**src/rtl/vga_pkg.sv**
```systemverilog
`timescale 1ns/1ps
// vga_pkg: shared 640x480@60 timing constants, counter widths and a window-decode helper.
package vga_pkg;

    localparam int CNT_W   = 10;
    localparam int FRAME_W = 16;

    // Horizontal timing, in pixel clocks
    localparam logic [CNT_W-1:0] H_VISIBLE    = 10'd640;
    localparam logic [CNT_W-1:0] H_FRONT      = 10'd16;
    localparam logic [CNT_W-1:0] H_SYNC       = 10'd96;
    localparam logic [CNT_W-1:0] H_BACK       = 10'd48;
    localparam logic [CNT_W-1:0] H_TOTAL      = H_VISIBLE + H_FRONT + H_SYNC + H_BACK;
    localparam logic [CNT_W-1:0] H_LAST       = H_TOTAL - 10'd1;
    localparam logic [CNT_W-1:0] H_SYNC_START = H_VISIBLE + H_FRONT;
    localparam logic [CNT_W-1:0] H_SYNC_END   = H_SYNC_START + H_SYNC - 10'd1;

    // Vertical timing, in lines
    localparam logic [CNT_W-1:0] V_VISIBLE    = 10'd480;
    localparam logic [CNT_W-1:0] V_FRONT      = 10'd10;
    localparam logic [CNT_W-1:0] V_SYNC       = 10'd2;
    localparam logic [CNT_W-1:0] V_BACK       = 10'd33;
    localparam logic [CNT_W-1:0] V_TOTAL      = V_VISIBLE + V_FRONT + V_SYNC + V_BACK;
    localparam logic [CNT_W-1:0] V_LAST       = V_TOTAL - 10'd1;
    localparam logic [CNT_W-1:0] V_SYNC_START = V_VISIBLE + V_FRONT;
    localparam logic [CNT_W-1:0] V_SYNC_END   = V_SYNC_START + V_SYNC - 10'd1;

    // True when val lies in the inclusive range [lo, hi]
    function automatic logic in_window(input logic [CNT_W-1:0] val,
                                       input logic [CNT_W-1:0] lo,
                                       input logic [CNT_W-1:0] hi);
        return (val >= lo) && (val <= hi);
    endfunction

endpackage

```
**src/rtl/vga_mod_counter.sv**
```systemverilog
`timescale 1ns/1ps
// vga_mod_counter: modulo (term_i + 1) counter with enable, next-value and wrap outputs.
// Any value above term_i (only reachable by an upset) returns to 0 on the next edge.
module vga_mod_counter
    import vga_pkg::*;
(
    input  logic             clk_i,
    input  logic             reset_n_i,
    input  logic             en_i,
    input  logic [CNT_W-1:0] term_i,
    output logic [CNT_W-1:0] count_o,
    output logic [CNT_W-1:0] count_d_o,
    output logic             wrap_o
);

    logic [CNT_W-1:0] count_q;
    logic [CNT_W-1:0] count_d;

    // Next count: recover from out-of-range first, otherwise advance when enabled
    always_comb begin
        count_d = count_q;
        if (count_q > term_i) begin
            count_d = '0;
        end else if (en_i) begin
            count_d = (count_q == term_i) ? '0 : count_q + CNT_W'(1);
        end
    end

    // Count register
    always_ff @(posedge clk_i or negedge reset_n_i) begin
        if (!reset_n_i) begin
            count_q <= '0;
        end else begin
            count_q <= count_d;
        end
    end

    // Wrap flag is valid in the cycle before the counter returns to 0 by wrapping
    assign wrap_o    = en_i && (count_q >= term_i);
    assign count_o   = count_q;
    assign count_d_o = count_d;

endmodule

```
**src/rtl/vga_timing_gen.sv**
```systemverilog
`timescale 1ns/1ps
// vga_timing_gen: 640x480@60 VGA timing generator with registered blank/sync/frame_start.
// Define VGA_FRAME_COUNT_EN to build the 16-bit completed-frame counter; otherwise frame_count is 0.
module vga_timing_gen
    import vga_pkg::*;
#(
    parameter int SYNC_ACTIVE_LOW = 1
) (
    input  logic               vga_clk,
    input  logic               reset_n,
    output logic [CNT_W-1:0]   DrawX,
    output logic [CNT_W-1:0]   DrawY,
    output logic               blank,
    output logic               hs,
    output logic               vs,
    output logic               frame_start,
    output logic [FRAME_W-1:0] frame_count
);

    // Level driven onto hs/vs when the sync pulse is not active
    localparam logic SYNC_IDLE = (SYNC_ACTIVE_LOW != 0);

    logic             run_q;
    logic [CNT_W-1:0] h_q, h_d, v_q, v_d;
    logic             h_wrap, v_wrap;
    logic             blank_q, blank_d;
    logic             hs_q, hs_d;
    logic             vs_q, vs_d;
    logic             fs_q, fs_d;

    // run_q holds the counters at (0,0) for the first edge after reset release
    vga_mod_counter u_hcnt (
        .clk_i     (vga_clk),
        .reset_n_i (reset_n),
        .en_i      (run_q),
        .term_i    (H_LAST),
        .count_o   (h_q),
        .count_d_o (h_d),
        .wrap_o    (h_wrap)
    );

    vga_mod_counter u_vcnt (
        .clk_i     (vga_clk),
        .reset_n_i (reset_n),
        .en_i      (h_wrap),
        .term_i    (V_LAST),
        .count_o   (v_q),
        .count_d_o (v_d),
        .wrap_o    (v_wrap)
    );

    // Decode outputs from the counter values about to be loaded, so they line up with DrawX/DrawY
    always_comb begin
        blank_d = (h_d < H_VISIBLE) && (v_d < V_VISIBLE);
        hs_d    = in_window(h_d, H_SYNC_START, H_SYNC_END) ^ SYNC_IDLE;
        vs_d    = in_window(v_d, V_SYNC_START, V_SYNC_END) ^ SYNC_IDLE;
        fs_d    = v_wrap || !run_q;
    end

    // Registered timing outputs and the post-reset start flag
    always_ff @(posedge vga_clk or negedge reset_n) begin
        if (!reset_n) begin
            run_q   <= 1'b0;
            blank_q <= 1'b0;
            hs_q    <= SYNC_IDLE;
            vs_q    <= SYNC_IDLE;
            fs_q    <= 1'b0;
        end else begin
            run_q   <= 1'b1;
            blank_q <= blank_d;
            hs_q    <= hs_d;
            vs_q    <= vs_d;
            fs_q    <= fs_d;
        end
    end

    assign DrawX       = h_q;
    assign DrawY       = v_q;
    assign blank       = blank_q;
    assign hs          = hs_q;
    assign vs          = vs_q;
    assign frame_start = fs_q;

`ifdef VGA_FRAME_COUNT_EN
    logic [FRAME_W-1:0] frame_cnt_q;

    // Count each vertical wrap; a reset discards any partial frame
    always_ff @(posedge vga_clk or negedge reset_n) begin
        if (!reset_n) begin
            frame_cnt_q <= '0;
        end else if (v_wrap) begin
            frame_cnt_q <= frame_cnt_q + FRAME_W'(1);
        end
    end

    assign frame_count = frame_cnt_q;
`else
    assign frame_count = '0;
`endif

endmodule

```
**config.mk**
```make
export PLATFORM = sky130hd
export DESIGN_NAME = vga_timing_gen
export DESIGN_NICKNAME = d
export VERILOG_FILES = /design/src/rtl/vga_pkg.sv /design/src/rtl/vga_mod_counter.sv /design/src/rtl/vga_timing_gen.sv
export SDC_FILE = /design/constraint.sdc
export NUM_CORES = 1
export LEC_CHECK = 0
export CORE_MARGIN = 4
export CORE_UTILIZATION = 53
export DETAILED_ROUTE_END_ITERATION = 16
export PLACE_DENSITY = 0.95
export SYNTH_ARGS = -nofsm -noshare
export SYNTH_HDL_FRONTEND = slang
export SYNTH_SLANG_ARGS = --single-unit
```
**constraint.sdc**
```tcl
create_clock -name vga_clk -period 3.7 [get_ports vga_clk]
set_clock_uncertainty 0.15 [all_clocks]
set_input_delay 0.37 -clock vga_clk [delete_from_list [all_inputs] [get_ports vga_clk]]
set_output_delay 0.37 -clock vga_clk [all_outputs]
set_load 0.05 [all_outputs]
```
* Word-level counts from Yosys, hierarchy flattened
Cells that the tools add are included.
** Word-level totals
- Word-level logic and storage cells :: 36
- Register bits :: 25
- Input bits :: 2
** Cells by class
- $add $sub $neg :: 2
- Magnitude comparators :: 10
- Bitwise logic cells :: 2
- Reduce and logical (&&, ||, !) cells :: 7
- Eq/ne operators :: 2
- Muxes and demuxes :: 6
** Operators by type and width (count)
- $mux W10 :: 6
- $ge A10 B10 Y1 const B :: 3
- $add A10 B1 Y10 const B :: 2
- $eq A10 B10 Y1 const B :: 2
- $gt A10 B10 Y1 const B :: 2
- $ge A10 B9 Y1 const B :: 1
- $le A10 B10 Y1 const B :: 1
- $le A10 B9 Y1 const B :: 1
- $lt A10 B10 Y1 const B :: 1
- $lt A10 B9 Y1 const B :: 1
- $logic_and A1 B1 Y1 :: 5
- $not A1 Y1 :: 2
- $logic_not A1 Y1 :: 1
- $logic_or A1 B1 Y1 :: 1

* Depth between registers and ports, before layout
Gate-level depths: netlist (run 1).
- Depth after elaboration :: 7
- Depth in mapped cells :: 7
- Gate-level depth less buffers :: 7

* Modules after synthesis
Synthesis (run 1) repeated with hierarchy kept, for this count alone.
** Second synthesis, totals
- Cells, all modules :: 211
- Area total of the unflattened synthesis :: 1913.1 um^2
** By module, submodules not included
- vga_mod_counter :: cells an instance 89, sequential area each 250.2 um^2, area each 794.5 um^2, times used 2
- vga_timing_gen :: cells an instance 33, sequential area each 127.6 um^2, area each 324.1 um^2, times used 1

* Worst setup path before layout (run 1)
No wires, ideal clock.
- Kind :: register -> register
- From :: reg u_hcnt.count_q[0] (netlist: u_hcnt.count_o[0])
- To :: reg vs_q (netlist: vs)
- Library setup time :: 0.103 ns
- Slack :: 1.246 ns
- Arrival :: 2.201 ns
- Buffers on the path :: 0
- Stages on the path, launching flop included :: 7
- Path through :: dfrtp_1 -> ha_1 -> nand4_4 -> a2111oi_2 -> o21ai_1 -> a2111oi_2 -> o311ai_1
** On the way
- Word-level cells in the longest chain between the ends :: 7
- Elaborated cells between the ends (all ways) :: 8
** Ends and longest elaborated chain
- from (decl) :: RTL line vga_mod_counter.sv:16 : logic [CNT_W-1:0] count_q;
- from (signal assigned) :: RTL line vga_mod_counter.sv:34 : count_q <= count_d;
- $ge A10 B10 Y1 * :: RTL line vga_mod_counter.sv:39 : assign wrap_o = en_i && (count_q >= term_i);
- $logic_and A1 B1 Y1 * :: RTL line vga_mod_counter.sv:39
- $mux W10 * :: RTL line vga_mod_counter.sv:24 : end else if (en_i) begin
- $mux W10 * :: RTL line vga_mod_counter.sv:22 : if (count_q > term_i) begin
- $ge A10 B9 Y1 / $le A10 B9 Y1 (equally long branches) :: RTL line vga_pkg.sv:32 : return (val >= lo) && (val <= hi);
- $logic_and A1 B1 Y1 * :: RTL line vga_pkg.sv:32
- $not A1 Y1 (no line) *
- via vs_d :: RTL line vga_timing_gen.sv:28 : logic vs_q, vs_d;
- to (signal assigned) :: RTL line vga_timing_gen.sv:72 : vs_q <= vs_d;
- to (decl) :: RTL line vga_timing_gen.sv:28
Mark *: on every way through the listed nets, which the timed path passes. The rest lies on a longest branch.

* Final worst setup path (run 1)
Same ends and word-level chain as after synthesis.

==> reports/qor.txt, run 1 <==
status: finished, final reports clean
worst slack, placed: 1.363 ns
antenna viol nets, final: 0
cell count after synthesis: 183
Seq cells post-synth: 25
post-CTS sizing: 0
vias in the first global route: 1249
Reg2Reg Depth: 6
CORE AREA: 0.003028 mm2
Worst Path Max Fanout: 8
die width: 64.25 um
Hold Path Class: in -> async
Initial Util: 55.37%
critical path type: reg -> reg
power per standard cell area: 513.5 mW/mm2
CP startpoint kind: flop
Final min period: 2.319 ns
fin. max-slew vios: 0
Final setup viols: 0
max_cap viols: 0
M1 wire length: 1.527 mm
Max Freq: 0.4313 GHz
EDFF count, synth: 0
DRC Markers: 0
Die Ht: 64.25 um
port bufs: 25
main area contributors after synthesis: dfrtp_1 34%, buf_4 8.5%, xnor2_1 5.7%, nor2_1 4.3%, dfstp_2 3.1%
initial drt markers: 54
Worst Slack Setup Final: 1.381 ns
TritonCTS Buffers: 3
most common cell in the netlist: dfrtp_1
CTS max path bufs: 2
Rows: 20
die area: 0.004127 mm2
antenna diode count: 0
total grt overflow: 0
Wirelength per Cell: 14.04 um
Clock Tree Root: clkbuf_4
met2 WL post-DR: 1.647 mm
met3 WL: 233 um
largest net degree at the start of global routing: 26
Post-synth top flop: dfrtp_1
Arr. time, crit path: 2.40 ns
WP data required: 3.78 ns
endpoint type of the worst setup path: flop
Yosys warning count: 0
antenna violations before repair: 0
Yosys cell types: 47
final wirelength: 3.454 mm
TritonCTS clock tree: yes
hold buffer count at CTS: 0
io pins: 42
Hold Fails Final Rpt: 0
Top Layer Used: met4
Worst Max-Slew Pin Slew: 1.076 ns
Via Count: 1380
synth cell count leaders: 23 x dfrtp_1, 19 x buf_4, 19 x nor2_1
syn avg cell area: 9.162 um2
share of the yosys chip area belonging to registers: 37.46%
layout net count: 208
Rel. slew slack: 28.03%
GR Util All Layers: 17.80%
Via density: 5.610
clock slew at reported path FFs: 0.13 ns
leakage: 0.7670 nW
H-tree levels: 1
unrepaired setup endpoints after global routing: no
clk sink count: 25
worst hold slack: 0.4699 ns
layout cells sized above 1: 8.416%
Fin Setup TNS: 0 ns
Placed Area: 0.001869 mm2
final period utilization: 62.67%
Clock Latency Late Sink: 0.31 ns
Setup Buffers After CTS: 0
first-pass GRT wire length: 5.837 mm
Initial DRT Pass Iterations: 4
Area growth syn-to-layout: 13.13%
largest area contributor in the netlist: dfrtp_1
DP Wirelength: 2.592 mm
Synth Cell Area: 0.001677 mm2
Yosys top cell area share: 34.33%
fraction of registers with async set or reset after synthesis: 100.0%
fin area: 0.001897 mm2
gpl congestion: 0.8368
Max VDD drop: 0.0004445 V
-- cell type report --
cell class,instances,area (um2)
repair buffers,25,250.2
clock inverters,1,5.005
multi-input cells,142,913.4
inverters,6,22.52
fillers,243,1131
well taps,44,55.05
clock buffers,3,22.52
flip-flops and latches,25,628.1
-- layout by cell type (no fill, tap or decap), types with 2 or more instances in the layout --
| cell | count |
|---|---|
| a31oi_1 | 2 |
| or3_1 | 3 |
| inv_1 | 6 |
| nor3_1 | 4 |
| conb_1 | 17 |
| clkbuf_4 | 3 |
| dfstp_2 | 2 |
| a21oi_1 | 7 |
| o311ai_1 | 2 |
| a2111oi_2 | 3 |
| nand2_1 | 12 |
| nand4_1 | 8 |
| nor2b_1 | 2 |
| nor4_1 | 4 |
| dfrtp_1 | 23 |
| clkdlybuf4s50_1 | 25 |
| or2_2 | 2 |
| ha_1 | 3 |
| and2_1 | 4 |
| nand3_1 | 6 |
| nor2_1 | 19 |
| xnor2_1 | 11 |
| a211o_1 | 2 |
| o21ai_0 | 6 |
| a21o_1 | 2 |
| xor2_1 | 4 |
-- registers in the layout, summed over array words and instances (netlist names) --
signal,flops
u_hcnt.count_o,10
u_vcnt.count_o,10
blank,1
frame_start,1
hs,1
run_q,1
vs,1
-- cells by family after synthesis --
group           Yosys count  share of synthesized area, %
mux                       2                         1.269
compound gates           34                         15.97
simple gates             71                         23.36
flops                    25                         37.46
buf+inv                  31                         11.42
other cells               2                        0.4479
xor+xnor                 15                         7.835
fa+ha+maj                 3                         2.239
-- path summary, 6_finish.rpt --
path / start / to / slack [ns]
setup / recovery: u_hcnt.count_o[0] / vs / 1.38
max in group asynchronous: reset_n / u_hcnt.count_o[5] / 2.29
min in group vga_clk: u_hcnt.count_o[0] / u_hcnt.count_o[0] / 0.50
hold / removal: reset_n / u_vcnt.count_o[0] / 0.47
setup reg to reg: u_hcnt.count_o[0] / vs / 1.38
hold reg to reg: u_hcnt.count_o[0] / u_hcnt.count_o[0] / 0.50
-- metal layers --
metal,up-vias,global-route usage [%]
met5,-,0
met1,665,23.91
li1,657,-
met2,54,28.87
met3,4,2.285
met4,0,7.388
-- worst max-delay path, cell delays in order, from the launching register on --
cell and delay [ns]:
dfrtp_1 0.45, ha_1 0.27, nand4_4 0.20, a2111oi_2 0.38, o21ai_1 0.15, a2111oi_2 0.46, o311ai_1 0.17
-- per-stage QoR --
step | power (mW) | std cells | util [%]
floorplan | 0.7408 | 198 | -
global placement | 0.8494 | 242 | 61.74
detailed placement | 0.8559 | 242 | 61.74
CTS | 0.9784 | 246 | 62.64
global route | 1.033 | 246 | 62.64
finish | 0.9741 | 246 | 62.64
-- power by group --
group	switching [mW]	total (mW)	internal, mW
Combinational	0.312	0.455	0.144
Clock	0.0789	0.119	0.0404
Sequential	0.0866	0.400	0.313
Note: power is estimated with default switching activity, not from simulation.
==> run 2: changes to the inputs <==
--- a/config.mk
+++ b/config.mk
@@ -6,9 +6,9 @@
 export NUM_CORES = 1
 export LEC_CHECK = 0
 export CORE_MARGIN = 4
-export CORE_UTILIZATION = 53
+export CORE_UTILIZATION = 44
 export DETAILED_ROUTE_END_ITERATION = 16
-export PLACE_DENSITY = 0.95
+export PLACE_DENSITY = 0.86
 export SYNTH_ARGS = -nofsm -noshare
 export SYNTH_HDL_FRONTEND = slang
 export SYNTH_SLANG_ARGS = --single-unit
==> constraint.sdc (replaced) <==
create_clock -name vga_clk -period 2 [get_ports vga_clk]
set_clock_uncertainty 0.15 [all_clocks]
set_input_delay 0.2 -clock vga_clk [delete_from_list [all_inputs] [get_ports vga_clk]]
set_output_delay 0.2 -clock vga_clk [all_outputs]
set_load 0.05 [all_outputs]
==> reports/qor.txt, run 2 (synthesized netlist as in run 1, its figures left out) <==
Seq pwr share: 32.6% (-8.4 points)
Worst Path Max Fanout: 6 (-2)
Wirelength per Cell: 15.77 um (+12%)
status: finished, violations left
gpl congestion: 0.9495 (+13%)
vias in the first global route: 1460 (+17%)
Via density: 5.509 (-1.8%)
Clock Tree Root: clkbuf_8
Arr. time, crit path: 2.09 ns (-0.31 ns)
WP data required: 2.04 ns (-1.74 ns)
TritonCTS clock tree: yes
Worst Max-Slew Pin Slew: 0.5957 ns (-0.4805 ns)
commonest non-fill, non-tap cell in the layout: buf_4
Worst Slack Setup Final: -0.04844 ns (-1.430 ns)
Initial DRT Pass Iterations: 4 (unchanged)
Final setup viols: 2 (+2)
die area: 0.004862 mm2 (+18%)
Initial Util: 45.80% (-9.6 points)
io pins: 42 (unchanged)
final wirelength: 4.432 mm (+28%)
hold buffer count at CTS: 0 (unchanged)
TritonCTS Buffers: 3 (unchanged)
fin area: 0.002258 mm2 (+19%)
die width: 69.73 um (+8.5%)
max_cap viols: 0 (unchanged)
Via Count: 1548 (+12%)
antenna violations before repair: 0 (unchanged)
unrepaired setup endpoints after global routing: yes
Rel. slew slack: 59.26% (+31 points)
Die Ht: 69.73 um (+8.5%)
Comb power frac: 52.5% (+5.8 points)
CORE AREA: 0.003661 mm2 (+21%)
power per standard cell area: 954.8 mW/mm2 (+86%)
DRC Markers: 0 (unchanged)
CP startpoint kind: flop
fin. max-slew vios: 0 (unchanged)
Clock Latency Late Sink: 0.28 ns (-0.03 ns)
Final min period: 2.048 ns (-0.2702 ns)
Psw: 1.002 mW (+110%)
Fin Setup TNS: -0.05157 ns (-0.05157 ns)
Internal: 1.154 mW (+130%)
Placed Area: 0.002135 mm2 (+14%)
critical path type: reg -> reg
commonest non-fill, non-tap cells in the layout: 42 x buf_4, 19 x nor2_1, 17 x conb_1, 17 x dfrtp_2, 12 x nand2_1
final period utilization: 102.4% (+40 points)
clock slew at reported path FFs: 0.09 ns (-0.04 ns)
Rows: 22 (+10%)
initial drt markers: 102 (+89%)
H-tree levels: 1 (unchanged)
GR Util All Layers: 17.43% (-0.37 points)
layout cells sized above 1: 36.48% (+28 points)
failing checks: negative setup slack
first-pass GRT wire length: 6.955 mm (+19%)
clk sink count: 25 (unchanged)
antenna diode count: 0 (unchanged)
largest net degree at the start of global routing: 26 (unchanged)
CTS max path bufs: 2 (unchanged)
leakage: 0.9407 nW (+23%)
sw frac: 46.49% (-2.5 points)
DP Wirelength: 3.183 mm (+23%)
total grt overflow: 0 (unchanged)
port bufs: 25 (unchanged)
layout net count: 239 (+15%)
antenna viol nets, final: 0 (unchanged)
Clk pwr share: 14.9% (+2.7 points)
Reg2Reg Depth: 6 (unchanged)
Max VDD drop: 0.0008021 V (+80%)
Max Freq: 0.4882 GHz (+13%)
Hold Path Class: in -> async
endpoint type of the worst setup path: flop
Area growth syn-to-layout: 34.70%
Hold Fails Final Rpt: 0 (unchanged)
==> run 2: final cells by class <==
class	count	area [um2]
sequential	25	649.4
clock buffer	3	41.29
multi-input combinational	142	1018
tap	48	60.06
clock inverter	1	7.507
inverter	6	22.52
timing repair buffer	56	459.2
fill	306	1403
==> run 2: timing repair <==
| action | in CTS | in global routing |
|---|---|---|
| gates resized for setup | 2 | 10 |
| endpoints found under the setup margin | 8 | 11 |
| pin swaps | 0 | 3 |
| buffers inserted | 0 | 2 |
| endpoints found under the hold margin | 0 | 0 |
==> run 2: power groups by stage <==
| stage | clock, mW | sequential, mW | combinational (mW) |
|---|---|---|---|
| after floorplan | 0 | 0.980 | 0.474 |
| after global placement | 0 | 0.706 | 1.07 |
| after detailed placement | 0 | 0.712 | 1.09 |
| after CTS | 0.326 | 0.704 | 1.10 |
| after global routing | 0.352 | 0.719 | 1.20 |
| final | 0.322 | 0.703 | 1.13 |
==> run 2: stage by stage <==
stage | utilization (%) | setup WS [ns] | std cells | hold WS (ns) | power, mW
after global placement | 58.30 | -0.02211 | 275 | 0.4356 | 1.771
after global routing | 61.69 | -0.1453 | 281 | 0.1663 | 2.268
after CTS | 59.64 | -0.05320 | 279 | 0.1439 | 2.129
final | 61.69 | -0.04844 | 281 | 0.1248 | 2.156
after floorplan | - | -0.1355 | 198 | -0.2456 | 1.453
after detailed placement | 58.30 | -0.03636 | 275 | 0.4519 | 1.802
==> run 2: critical path, cell delays in order (launching register included) <==
cell,delay (ns)
dfrtp_2,0.40
ha_4,0.16
nand4_4,0.19
a2111oi_0,0.61
xnor2_1,0.15
nor2_1,0.16
o311ai_1,0.13
==> run 2: worst paths after layout <==
kind	start	end	slack, ns
setup / recovery	u_hcnt.count_o[1]	vs	-0.05
hold / removal	reset_n	u_vcnt.count_o[5]	0.12
setup reg to reg	u_hcnt.count_o[1]	vs	-0.05
hold reg to reg	u_hcnt.count_o[8]	u_hcnt.count_o[8]	0.48
max in group asynchronous	reset_n	vs	1.28
min in group vga_clk	u_hcnt.count_o[8]	u_hcnt.count_o[8]	0.48
==> run 2: routing by layer <==
metal | global-route usage (%) | part of all wire (%) | up-vias
li1 | - | - | 717
met1 | 23.48 | 42 | 748
met2 | 28.60 | 49 | 74
met3 | 2.609 | 6.3 | 9
met4 | 5.745 | 2.1 | 0
met5 | 0 | 0 | -
